<file path="src/rtl/alu_issue_tx_pkg.sv">
// Shared field widths and the packed instruction word carried from issue arbitration to the ALU.
// Struct member order is the pack order, so wfid lands in the MSBs and dest2 in the LSBs.
package alu_issue_tx_pkg;

    localparam int WFID_W      = 6;
    localparam int PC_W        = 32;
    localparam int OPCODE_W    = 32;
    localparam int IMM0_W      = 16;
    localparam int IMM1_W      = 32;
    localparam int OPADDR_W    = 12;
    localparam int ALU_INSTR_W = WFID_W + PC_W + OPCODE_W + IMM0_W + IMM1_W + 5 * OPADDR_W;

    typedef struct packed {
        logic [WFID_W-1:0]   wfid;
        logic [PC_W-1:0]     pc;
        logic [OPCODE_W-1:0] opcode;
        logic [IMM0_W-1:0]   imm0;
        logic [IMM1_W-1:0]   imm1;
        logic [OPADDR_W-1:0] src1;
        logic [OPADDR_W-1:0] src2;
        logic [OPADDR_W-1:0] src3;
        logic [OPADDR_W-1:0] dst1;
        logic [OPADDR_W-1:0] dst2;
    } alu_instr_t;

endpackage

</file>
<file path="src/rtl/alu_issue_tx_fifo.sv">
// Generic synchronous FIFO with a registered occupancy count; push and pop are ignored
// when the FIFO is full or empty respectively.
module alu_issue_fifo #(
    parameter int WIDTH = 178,
    parameter int DEPTH = 4,
    parameter int PTR_W = 2
) (
    input  logic             clk,
    input  logic             rst,
    input  logic             push_i,
    input  logic [WIDTH-1:0] wdata_i,
    input  logic             pop_i,
    output logic [WIDTH-1:0] rdata_o,
    output logic             full_o,
    output logic             empty_o,
    output logic [PTR_W:0]   count_o
);

    localparam logic [PTR_W:0]   FULL_CNT = (PTR_W + 1)'(DEPTH);
    localparam logic [PTR_W:0]   CNT_ONE  = (PTR_W + 1)'(1);
    localparam logic [PTR_W-1:0] PTR_ONE  = PTR_W'(1);

    logic [WIDTH-1:0] mem_q [DEPTH];
    logic [PTR_W-1:0] wrPtr_q, wrPtr_d;
    logic [PTR_W-1:0] rdPtr_q, rdPtr_d;
    logic [PTR_W:0]   count_q, count_d;
    logic             doPush, doPop;

    assign full_o  = (count_q == FULL_CNT);
    assign empty_o = (count_q == '0);
    assign count_o = count_q;
    assign rdata_o = mem_q[rdPtr_q];
    assign doPush  = push_i && !full_o;
    assign doPop   = pop_i && !empty_o;

    // Pointers wrap naturally because DEPTH is a power of two.
    always_comb begin
        wrPtr_d = wrPtr_q;
        rdPtr_d = rdPtr_q;
        count_d = count_q;
        if (doPush) wrPtr_d = wrPtr_q + PTR_ONE;
        if (doPop)  rdPtr_d = rdPtr_q + PTR_ONE;
        case ({doPush, doPop})
            2'b10:   count_d = count_q + CNT_ONE;
            2'b01:   count_d = count_q - CNT_ONE;
            default: count_d = count_q;
        endcase
    end

    always_ff @(posedge clk) begin
        if (rst) begin
            wrPtr_q <= '0;
            rdPtr_q <= '0;
            count_q <= '0;
        end else begin
            wrPtr_q <= wrPtr_d;
            rdPtr_q <= rdPtr_d;
            count_q <= count_d;
        end
    end

    always_ff @(posedge clk) begin
        if (doPush) mem_q[wrPtr_q] <= wdata_i;
    end

endmodule

</file>
<file path="src/rtl/alu_issue_tx.sv">
// Issue-side transmitter: buffers decoded ALU instructions and issues one per cycle into a
// registered output bank, strobing out_alu_select, whenever the ALU reports ready.
module alu_issue_tx
    import alu_issue_tx_pkg::*;
#(
    parameter int DEPTH = 4,
    parameter int PTR_W = 2
) (
    input  logic                clk,
    input  logic                rst,
    input  logic                in_push_valid,
    output logic                out_push_ready,
    input  logic [WFID_W-1:0]   in_wfid,
    input  logic [PC_W-1:0]     in_instr_pc,
    input  logic [OPCODE_W-1:0] in_opcode,
    input  logic [IMM0_W-1:0]   in_imm_value0,
    input  logic [IMM1_W-1:0]   in_imm_value1,
    input  logic [OPADDR_W-1:0] in_source1_addr,
    input  logic [OPADDR_W-1:0] in_source2_addr,
    input  logic [OPADDR_W-1:0] in_source3_addr,
    input  logic [OPADDR_W-1:0] in_dest1_addr,
    input  logic [OPADDR_W-1:0] in_dest2_addr,
    input  logic                in_alu_ready,
    output logic                out_alu_select,
    output logic [WFID_W-1:0]   out_wfid,
    output logic [PC_W-1:0]     out_instr_pc,
    output logic [OPCODE_W-1:0] out_opcode,
    output logic [IMM0_W-1:0]   out_imm_value0,
    output logic [IMM1_W-1:0]   out_imm_value1,
    output logic [OPADDR_W-1:0] out_source1_addr,
    output logic [OPADDR_W-1:0] out_source2_addr,
    output logic [OPADDR_W-1:0] out_source3_addr,
    output logic [OPADDR_W-1:0] out_dest1_addr,
    output logic [OPADDR_W-1:0] out_dest2_addr,
    output logic [PTR_W:0]      out_count
);

    alu_instr_t pushWord, headWord;
    alu_instr_t issuedInstr_q, issuedInstr_d;
    logic       aluSelect_q, aluSelect_d;
    logic       fifoFull, fifoEmpty;
    logic       doPush, doPop;

    assign pushWord = '{wfid: in_wfid, pc: in_instr_pc, opcode: in_opcode,
                        imm0: in_imm_value0, imm1: in_imm_value1,
                        src1: in_source1_addr, src2: in_source2_addr, src3: in_source3_addr,
                        dst1: in_dest1_addr, dst2: in_dest2_addr};

    // Ready depends only on registered occupancy, so a full buffer never accepts even while popping.
    assign out_push_ready = !fifoFull;
    assign doPush         = in_push_valid && !fifoFull;
    assign doPop          = !fifoEmpty && in_alu_ready;

    alu_issue_fifo #(
        .WIDTH (ALU_INSTR_W),
        .DEPTH (DEPTH),
        .PTR_W (PTR_W)
    ) u_fifo (
        .clk     (clk),
        .rst     (rst),
        .push_i  (doPush),
        .wdata_i (pushWord),
        .pop_i   (doPop),
        .rdata_o (headWord),
        .full_o  (fifoFull),
        .empty_o (fifoEmpty),
        .count_o (out_count)
    );

    // Output fields hold the last issued instruction; only the strobe drops when idle.
    always_comb begin
        aluSelect_d   = doPop;
        issuedInstr_d = issuedInstr_q;
        if (doPop) issuedInstr_d = headWord;
    end

    always_ff @(posedge clk) begin
        if (rst) begin
            aluSelect_q   <= 1'b0;
            issuedInstr_q <= '0;
        end else begin
            aluSelect_q   <= aluSelect_d;
            issuedInstr_q <= issuedInstr_d;
        end
    end

    assign out_alu_select   = aluSelect_q;
    assign out_wfid         = issuedInstr_q.wfid;
    assign out_instr_pc     = issuedInstr_q.pc;
    assign out_opcode       = issuedInstr_q.opcode;
    assign out_imm_value0   = issuedInstr_q.imm0;
    assign out_imm_value1   = issuedInstr_q.imm1;
    assign out_source1_addr = issuedInstr_q.src1;
    assign out_source2_addr = issuedInstr_q.src2;
    assign out_source3_addr = issuedInstr_q.src3;
    assign out_dest1_addr   = issuedInstr_q.dst1;
    assign out_dest2_addr   = issuedInstr_q.dst2;

endmodule

</file>
<file path="config.mk">
export PLATFORM = sky130hd
export DESIGN_NAME = alu_issue_tx
export DESIGN_NICKNAME = d
export VERILOG_FILES = /design/src/rtl/alu_issue_tx_pkg.sv /design/src/rtl/alu_issue_tx_fifo.sv /design/src/rtl/alu_issue_tx.sv
export SDC_FILE = /design/constraint.sdc
export NUM_CORES = 1
export LEC_CHECK = 0
export CAP_MARGIN = 20
export CORE_ASPECT_RATIO = 0.7
export CORE_MARGIN = 5
export CORE_UTILIZATION = 55
export CTS_CLUSTER_SIZE = 10
export DETAILED_ROUTE_END_ITERATION = 10
export PLACE_DENSITY = 0.79
export SETUP_SLACK_MARGIN = 0.4
export SKIP_CTS_REPAIR_TIMING = 1
export SYNTH_ARGS = -nofsm -noshare
export SYNTH_HDL_FRONTEND = slang
export SYNTH_SLANG_ARGS = --single-unit
</file>
<file path="constraint.sdc">
create_clock -name clk -period 8.7 [get_ports clk]
set_clock_uncertainty 0.05 [all_clocks]
set_input_delay 1.74 -clock clk [delete_from_list [all_inputs] [get_ports clk]]
set_output_delay 1.74 -clock clk [all_outputs]
set_load 0.02 [all_outputs]
</file>
==> results of run 1 <==
==> cell usage after synthesis (2+ instances only) <==
cell type,n
nor2_1,5
edfxtp_1,712
buf_6,15
xor2_1,3
and3_1,4
buf_2,37
mux4_2,178
inv_1,5
a21o_1,2
a22o_1,178
dfxtp_1,186
buf_1,12
clkbuf_1,17
ha_1,5
nand3_1,2
a21oi_1,4
==> flip-flops by register name, summed over array words and instances, names as in the netlist <==
register / flops
out_imm_value0: 16
u_fifo.wrPtr_q: 2
out_source2_addr: 12
u_fifo.mem_q: 712
out_opcode: 32
out_wfid: 6
u_fifo.rdPtr_q: 2
out_alu_select: 1
out_imm_value1: 32
out_source1_addr: 12
out_instr_pc: 32
u_fifo.count_o: 3
out_dest1_addr: 12
out_source3_addr: 12
out_dest2_addr: 12
==> logic make-up (layout without fill, tap and decap cells) <==
kind of cell | after synthesis | after routing | share of synthesized area
other | 0 | 5 | 0
buffers and inverters | 87 | 571 | 0.0156
adder cells (fa/ha/maj) | 6 | 6 | 0.00263
AO/OA/AOI/OAI | 187 | 187 | 0.0517
flip-flops | 898 | 898 | 0.799
multiplexers | 178 | 178 | 0.128
XOR/XNOR | 4 | 4 | 0.00111
AND/OR/NAND/NOR | 16 | 16 | 0.00287
==> cells in the final DEF, fill, tap and decap left out, types with 2 or more instances in the layout <==
cell type	synthesis	final
clkdlybuf4s50_1	0	364
nand3_1	2	2
clkbuf_1	17	77
edfxtp_1	712	712
dfxtp_4	0	2
mux4_2	178	178
and3_4	0	4
a21oi_1	4	4
dfxtp_1	186	184
buf_12	0	2
diode_2	0	5
xor2_1	3	3
ha_1	5	5
nor2_1	5	5
clkbuf_16	0	99
inv_1	5	5
buf_4	1	15
a22o_1	178	178
clkinv_8	0	2
inv_6	0	3
a21o_1	2	2
==> metrics by stage <==
| stage | utilization | hold WS (ps) | worst slack [ps] | std cells |
|---|---|---|---|---|
| 3_3_place_gp | 0.630 | 409 | 3920 | 2425 |
| 4_1_cts | 0.681 | 429 | 4520 | 2609 |
| 3_5_place_dp | 0.630 | 412 | 3860 | 2425 |
| 5_1_grt | 0.682 | 437 | 4440 | 2613 |
| 6_report | 0.682 | 424 | 4560 | 2615 |
| 2_1_floorplan | - | 517 | 1980 | 1376 |
==> routing by layer <==
layer,track usage,vias to the layer above
li1,-,6623
met2,0.323,579
met3,0.0539,97
met1,0.294,7862
met5,0,-
met4,0.0496,8
==> power groups by stage <==
stage,Clock [mW],Combinational [mW],Sequential (mW)
global route,4.00,2.70,5.50
CTS,3.80,2.51,5.52
finish,3.73,2.53,5.46
floorplan,0,1.38,5.77
global placement,0,2.46,5.57
detailed placement,0,2.49,5.59
==> worst min path at each step <==
| stage | startpoint | to | cells after the start |
|---|---|---|---|
| 2_1_floorplan | u_fifo.wrPtr_q[1] | u_fifo.wrPtr_q[1] | 3 |
| 3_3_place_gp | out_instr_pc[25] | out_instr_pc[25] | 1 |
| 3_5_place_dp | out_source1_addr[9] | out_source1_addr[9] | 1 |
| 4_1_cts | out_opcode[17] | out_opcode[17] | 1 |
| 5_1_grt | out_opcode[17] | out_opcode[17] | 1 |
| 6_report | out_source2_addr[0] | out_source2_addr[0] | 1 |
==> area by class of cell <==
class	instances	area [sq um]
fillers	3425	18100
flip-flops and latches	898	25100
clock inverters	7	109
well taps	750	938
diodes	5	12.5
repair buffers	382	3820
multi-input cells	391	5870
inverters	5	18.8
clock buffers	177	2780
==> summary.txt, run 1 <==
Pwr
  • PwrDens: 303 nW/um^2
  • Int Pwr: 8.62 mW
  • Total power: 11.7 mW
  • Clock network power share: 0.318
  • Lkg Pwr: around 13 nW
  • Net Switching: 3.10 mW
  • Seq pwr share: 0.466
  • Comb power frac: 0.216
  • Sw Ratio: 0.265
  • Peak supply drop: roughly 240 uV

Timing
  • Final Hold Violating Endpoints: 0
  • Final setup TNS: 0 ps
  • FMAX: about 240 MHz
  • Setup violators final: 0
  • Final Max Tran Viols: 0
  • Fin crit period: 4140 ps
  • Slew margin rel.: 0.252
  • Period utilisation layout: 0.476
  • Worst Max-Slew Pin Slew: between 1000 and 1500 ps
  • RSZ-0062 raised after global routing: no

Floorplan
  • Io pins: around 370
  • Placement Rows: 73
  • Die ar.: 62,100 sq um
  • Chip Width: between 200 and 300 microns
  • Core region area: 56,700 sq um
  • Initial core utilization: 0.554
  • Die H: 210 microns

Synth
  • FF+latch count, synth: about 900
  • Top_reg_cell synth: edfxtp_1
  • YS warnings: 0
  • Synth Instances: about 1,400
  • Most area-hungry cell type in the Yosys netlist: edfxtp_1
  • Count of different cell masters after synthesis: 27
  • Register area share after synthesis: 0.799
  • Netlist Area Pre-Place: between 30,000 and 40,000 sq um
  • Async SR Flop Fraction: 0
  • Post-synth EDFFs: between 700 and 800
  • Net Count, Synth: 1,564
  • Synth top area share: 0.680
  • Syn Area/Cell: about 23 sq um
  • Synth top area cells: edfxtp_1 68%, mux4_2 13%, dfxtp_1 12%

Clock network
  • Clock Sinks: about 900
  • H-tree levels: 3
  • CTS root buf: clkbuf_16
  • Reg clk slew, reported paths: around 50 ps
  • CTS buffer count: roughly 100
  • CTS Buffer Depth: 3
  • CTS tree: yes
  • Clock Latency Late Sink: roughly 640 ps

Setup path
  • Slowest stage cell on the critical path: buf_4
  • Most frequent CP cell: buf_4
  • Crit-path max cell delay: ~670 ps
  • WP buf/inv: 3
  • Worst reg-to-reg path cell count: 4
  • Reg2reg start: u_fifo.count_o[0]
  • CP endpoint kind: flip-flop
  • Worst path arrival time: between 4000 and 5000 ps
  • CP Max Fanout: 47
  • Launch point of the worst path: in_push_valid
  • Critical Path Start Type: input port
  • WP data required: between 8000 and 9000 ps
  • WP depth: 4
  • Reg2reg end: u_fifo.mem_q[2][127]
  • Crit Path Category: input port to flip-flop
  • Worst path cell trace: clkdlybuf4s50_1, and3_4, buf_4, buf_4
  • Critical Path Sink: u_fifo.mem_q[2][127]
  • FF-to-FF setup slack: 5610 ps
  • Delay-heaviest family, CP: buffers and inverters

Final layout
  • Share of cells above drive strength 1: 0.168
  • Area added between synthesis and finish: 23.0%
  • Nets: between 1,500 and 2,000
  • Post-route cell area: 38,700 sq um

Global routing
  • Number of global-route vias before repair: approximately 16,000
  • First-pass GRT wire length: slightly below 100,000 microns
  • Largest net degree at the start of global routing: 151
  • Global route overflow: 0
  • Initial antenna violation count: 8
  • Gr usage total: 0.205

Flow run
  • Max cap viols: 0

Routing
  • Initial DRC Count: ~1,300
  • Initial DRT Pass Iterations: 5
  • Vias per cell: roughly 5.8
  • Met1 wire length: between 20,000 and 30,000 microns
  • Routed WL: between 60,000 and 70,000 microns
  • Vias: between 15,000 and 20,000
  • Routed Antenna Nets: 0
  • Max layer used: met5
  • Met3 wire length: ~5200 microns
  • WL met2: 31,200 microns
  • DRC errors left: 0
  • Wire per inst: 24.7 microns

Min path
  • Hold/Removal Path Class: flip-flop to flip-flop

Place
  • Gpl congestion: 0.767
  • DP Area: roughly 36,000 sq um
  • Final HPWL DP: 35,900 microns
  • Port Buffer Count: between 300 and 400

Status
  • Status: finished, final reports clean
Note: power is estimated with default switching activity, not from simulation.
==> run 2: changes to the inputs <==
CORE_UTILIZATION = 50   (was 55)
PLACE_DENSITY = 0.75   (was 0.79)
clock period = 3.62 ns   (was 8.7 ns; I/O delays follow)
==> summary.txt, run 2 (synthesis gave the netlist of run 1 again) <==
Min path
  • Hold/Removal Path Class: flip-flop to flip-flop
  • WHS Endpoint: out_imm_value0[15]
  • Hold Crit Start: out_imm_value0[15]
  • Hold Path Cell Cnt: 1

Routing
  • Vias: around 15,000
  • Max layer used: met5
  • Initial DRC Count: approximately 1,400
  • Routed WL: slightly below 70,000 microns
  • Routed Antenna Nets: 0
  • Wire per inst: ~25 microns
  • DRC errors left: 0
  • Met1 wire length: about 28,000 microns
  • WL met2: 32,600 microns
  • Initial DRT Pass Iterations: 5
  • Met3 wire length: just over 5000 microns
  • Vias per cell: 5.67

Floorplan
  • Die H: 220 microns
  • Core region area: between 60,000 and 70,000 sq um
  • Initial core utilization: 0.508
  • Placement Rows: 76
  • Die ar.: 68,100 sq um
  • Chip Width: ~310 microns
  • Io pins: ~370

Pwr
  • Lkg Pwr: around 13 nW
  • PwrDens: between 700 and 800 nW/um^2
  • Total power: around 28 mW
  • Peak supply drop: roughly 500 uV

Final layout
  • Post-route cell area: around 39,000 sq um
  • Area added between synthesis and finish: 24.6%
  • Commonest cells after routing, fill and taps aside: 712 x edfxtp_1, 364 x clkdlybuf4s50_1, 184 x dfxtp_1
  • Number of flip-flops in the largest register: 712
  • Most common cell after layout, fill and taps aside: edfxtp_1
  • Nets: ~2,000
  • Top reg by flops: u_fifo.mem_q
  • Share of cells above drive strength 1: 0.176
  • Final Util: 0.633

Status
  • Status: finished, final reports clean

Timing
  • Worst Max-Slew Pin Slew: roughly 730 ps
  • FMAX: around 330 MHz
  • Slew margin rel.: 0.516
  • Final Hold Violating Endpoints: 0
  • Final Max Tran Viols: 0
  • Period utilisation layout: 0.834
  • Setup violators final: 0
  • RSZ-0062 raised after global routing: no
  • Final setup TNS: 0 ps
  • Fin crit period: between 3000 and 4000 ps
  • WHS: about 430 ps

Setup path
  • CP Max Fanout: 10
  • Reg2reg end: u_fifo.count_o[2]
  • FF-to-FF setup slack: approximately 1100 ps
  • Slowest stage cell on the critical path: clkdlybuf4s50_1
  • Critical Path Start Type: flip-flop
  • Reg2reg start: u_fifo.count_o[2]
  • WP data required: roughly 2900 ps
  • CP endpoint kind: primary output
  • Worst path arrival time: 2250 ps
  • Crit Path Category: flip-flop to primary output
  • Crit-path max cell delay: ~600 ps
  • Worst path cell trace: or3b_2, clkdlybuf4s50_1
  • Worst reg-to-reg path cell count: 8

Clock network
  • Reg clk slew, reported paths: 50 ps
  • Clock Sinks: approximately 900
  • Clock Latency Late Sink: between 600 and 700 ps
  • H-tree levels: 3
  • CTS Buffer Depth: 3
  • CTS buffer count: 99
  • CTS tree: yes
  • CTS root buf: clkbuf_16

Place
  • DP Area: 36,200 sq um
  • Port Buffer Count: roughly 360
  • Gpl congestion: approximately 0.75
  • Final HPWL DP: ~40,000 microns

Global routing
  • Gr usage total: 0.197
  • Largest net degree at the start of global routing: 108
  • First-pass GRT wire length: around 100,000 microns
  • Number of global-route vias before repair: 16,100
  • Global route overflow: 0
  • Initial antenna violation count: 13

Flow run
  • Max cap viols: 0
[run 2: worst max-delay path, delay by kind of cell, from the launching register on]
kind | cells | cell delay (ps)
and+or+nand+nor | 1 | 590
DFF | 1 | 420
buffers and inverters | 1 | 600
[run 2: routing by layer]
metal  global-route usage  up-vias
li1                     -     6679
met1                0.278     8001
met3               0.0524      114
met5                    0        -
met2                0.310      555
met4               0.0526       18
[run 2: how the worst max path moves through the flow]
stage	depth (start not counted)	from	endpoint	slack, ps
3_5_place_dp	3	in_push_valid	u_fifo.mem_q[3][70]	650
4_1_cts	2	u_fifo.count_o[2]	out_push_ready	560
5_1_grt	2	u_fifo.count_o[2]	out_push_ready	490
3_3_place_gp	3	in_push_valid	u_fifo.mem_q[3][177]	720
2_1_floorplan	3	u_fifo.count_o[0]	u_fifo.mem_q[0][0]	-210
6_report	2	u_fifo.count_o[2]	out_push_ready	600
[run 2: power breakdown]
part	total [mW]	switching [mW]	internal [mW]
sequential	13.1	0.625	12.5
combinational	6.29	3.12	3.17
clock	9.01	3.78	5.23
total	28.4	7.53	20.9
[run 2: area by class of cell]
class / instances / area [sq um]
sequential: 898 / 25100
fill: 4094 / 22700
multi-input combinational: 391 / 5870
timing repair buffer: 402 / 4220
clock buffer: 182 / 2810
tap: 819 / 1020
clock inverter: 6 / 108
inverter: 5 / 18.8
antenna: 6 / 15.0
[run 2: metrics by stage]
step           cells  setup WS (ps)
6_report        2709            600
5_1_grt         2706            492
4_1_cts         2703            559
3_5_place_dp    2515            651
3_3_place_gp    2515            717
2_1_floorplan   1376           -213
==> run 3: changes to the inputs <==
CORE_UTILIZATION = 55   (was 50)
PLACE_DENSITY = 0.79   (was 0.75)
clock period = 3.1 ns   (was 3.62 ns; I/O delays follow)
==> summary.txt, run 3 (synthesis gave the netlist of run 1 again) <==
Timing
  • Setup violators final: 0
  • Final setup TNS: 0 ps
  • Slew margin rel.: 0.634
  • Period utilisation layout: 0.826
  • Worst Max-Slew Pin Slew: 550 ps
  • Final Hold Violating Endpoints: 0
  • FMAX: between 300 and 400 MHz
  • Final Max Tran Viols: 0
  • RSZ-0062 raised after global routing: no
  • Fin crit period: about 2600 ps

Pwr
  • Sw Ratio: 0.263
  • Clock network power share: 0.315
  • Net Switching: ~8.7 mW
  • Seq pwr share: 0.463
  • Peak supply drop: between 400 and 500 uV
  • Int Pwr: approximately 24 mW
  • Comb power frac: 0.222
  • Lkg Pwr: 12.7 nW
  • PwrDens: ~850 nW/um^2

Min path
  • Hold/Removal Path Class: flip-flop to flip-flop
  • Hold Path Cell Cnt: 1
  • Hold Crit Start: out_imm_value0[13]
  • WHS Endpoint: out_imm_value0[13]

Floorplan
  • Core region area: 56,700 sq um
  • Io pins: approximately 370
  • Placement Rows: 73
  • Chip Width: 296 microns
  • Die H: roughly 210 microns
  • Initial core utilization: 0.554
  • Die ar.: 62,100 sq um

Global routing
  • Initial antenna violation count: 12
  • Largest net degree at the start of global routing: 75
  • Gr usage total: 0.213
  • First-pass GRT wire length: approximately 100,000 microns
  • Number of global-route vias before repair: 16,100
  • Global route overflow: 0

Clock network
  • CTS buffer count: 99
  • Clock Sinks: between 800 and 900
  • Reg clk slew, reported paths: roughly 50 ps
  • CTS Buffer Depth: 3
  • CTS tree: yes
  • H-tree levels: 3
  • CTS root buf: clkbuf_16
  • Clock Latency Late Sink: 640 ps

Final layout
  • Nets: about 2,000
  • Most common cell after layout, fill and taps aside: edfxtp_1
  • Area added between synthesis and finish: 24.2%
  • Number of flip-flops in the largest register: about 710
  • Top reg by flops: u_fifo.mem_q
  • Sequential cell area: approximately 25,000 sq um
  • Commonest cells after routing, fill and taps aside: 712 x edfxtp_1, 363 x clkdlybuf4s50_1, 182 x dfxtp_1
  • Multi-input gate area: around 6000 sq um
  • Post-route cell area: 39,100 sq um
  • Layout fillers: around 3,400
  • Share of cells above drive strength 1: 0.177

Routing
  • Vias per cell: ~5.9
  • Wire per inst: between 20 and 30 microns
  • Initial DRT Pass Iterations: 5
  • DRC errors left: 0
  • Routed Antenna Nets: 0
  • Initial DRC Count: about 1,100
  • Vias: between 15,000 and 20,000
  • Routed WL: about 67,000 microns

Setup path
  • Critical Path Start Type: flip-flop
  • CP endpoint kind: primary output
  • Worst reg-to-reg path cell count: 8
  • Worst path arrival time: around 1900 ps
  • Crit Path Category: flip-flop to primary output
  • CP Max Fanout: 10
  • Reg2reg end: u_fifo.count_o[2]
  • FF-to-FF setup slack: 620 ps
  • Reg2reg start: u_fifo.count_o[2]
  • WP data required: about 2400 ps

Place
  • Gpl congestion: about 0.77
  • DP Area: between 30,000 and 40,000 sq um
  • Final HPWL DP: a little under 40,000 microns
  • Port Buffer Count: 364

Status
  • Status: finished, final reports clean

Flow run
  • Max cap viols: 0
## run 3: cell count changes in the layout (fill, tap and decap cells not counted), sizes merged
cell and change:
clkbuf -4, inv -3, clkinv +2, diode -2
clkdlybuf4s50 -1, dlymetal6s2s +1
## run 3: power by group through the flow
stage               combinational (mW)  clock (mW)  sequential (mW)
floorplan                         3.88           0             16.1
global placement                  7.32           0             15.4
detailed placement                7.43           0             15.5
CTS                               7.49        10.6             15.3
global route                      7.81        11.2             15.4
finish                            7.33        10.4             15.3
## run 3: worst max path at each step
stage	from	to	cells after the start
floorplan	u_fifo.count_o[2]	u_fifo.mem_q[0][0]	3
global placement	in_alu_ready	u_fifo.count_o[2]	8
detailed placement	in_alu_ready	u_fifo.count_o[2]	8
CTS	u_fifo.count_o[2]	out_push_ready	2
global route	u_fifo.count_o[2]	out_push_ready	2
finish	u_fifo.count_o[2]	out_push_ready	2
## run 3: stage by stage
step                 util  worst slack, ps  instances  power, mW  hold slack (ps)
floorplan               -              455       1376       20.0              517
detailed placement  0.638              422       2446       23.0              413
global placement    0.638              430       2446       22.8              410
global route        0.688              443       2630       34.4              440
finish              0.689              539       2633       33.0              424
CTS                 0.688              172       2629       33.4              430
## run 3: worst max-delay path, stage by stage, from the launching register on
cell and delay [ps]:
dfxtp_1 420, or3b_2 590, dlymetal6s2s_1 260
## run 3: layer usage
layer / vias up / global-route usage / share of wire
li1: 6658 / - / -
met1: 8082 / 0.294 / 0.40
met2: 553 / 0.348 / 0.50
met3: 114 / 0.0538 / 0.075
met4: 20 / 0.0512 / 0.019
met5: - / 0 / 0.0019
## run 3: layout make-up
| type | instances | share of cell area |
|---|---|---|
| clock buffers | 178 | 0.0716 |
| well taps | 750 | 0.0240 |
| diodes | 4 | 0.000256 |
| multi-input cells | 391 | 0.150 |
| inverters | 5 | 0.000481 |
| flip-flops and latches | 898 | 0.643 |
| clock inverters | 5 | 0.00170 |
| repair buffers | 402 | 0.109 |
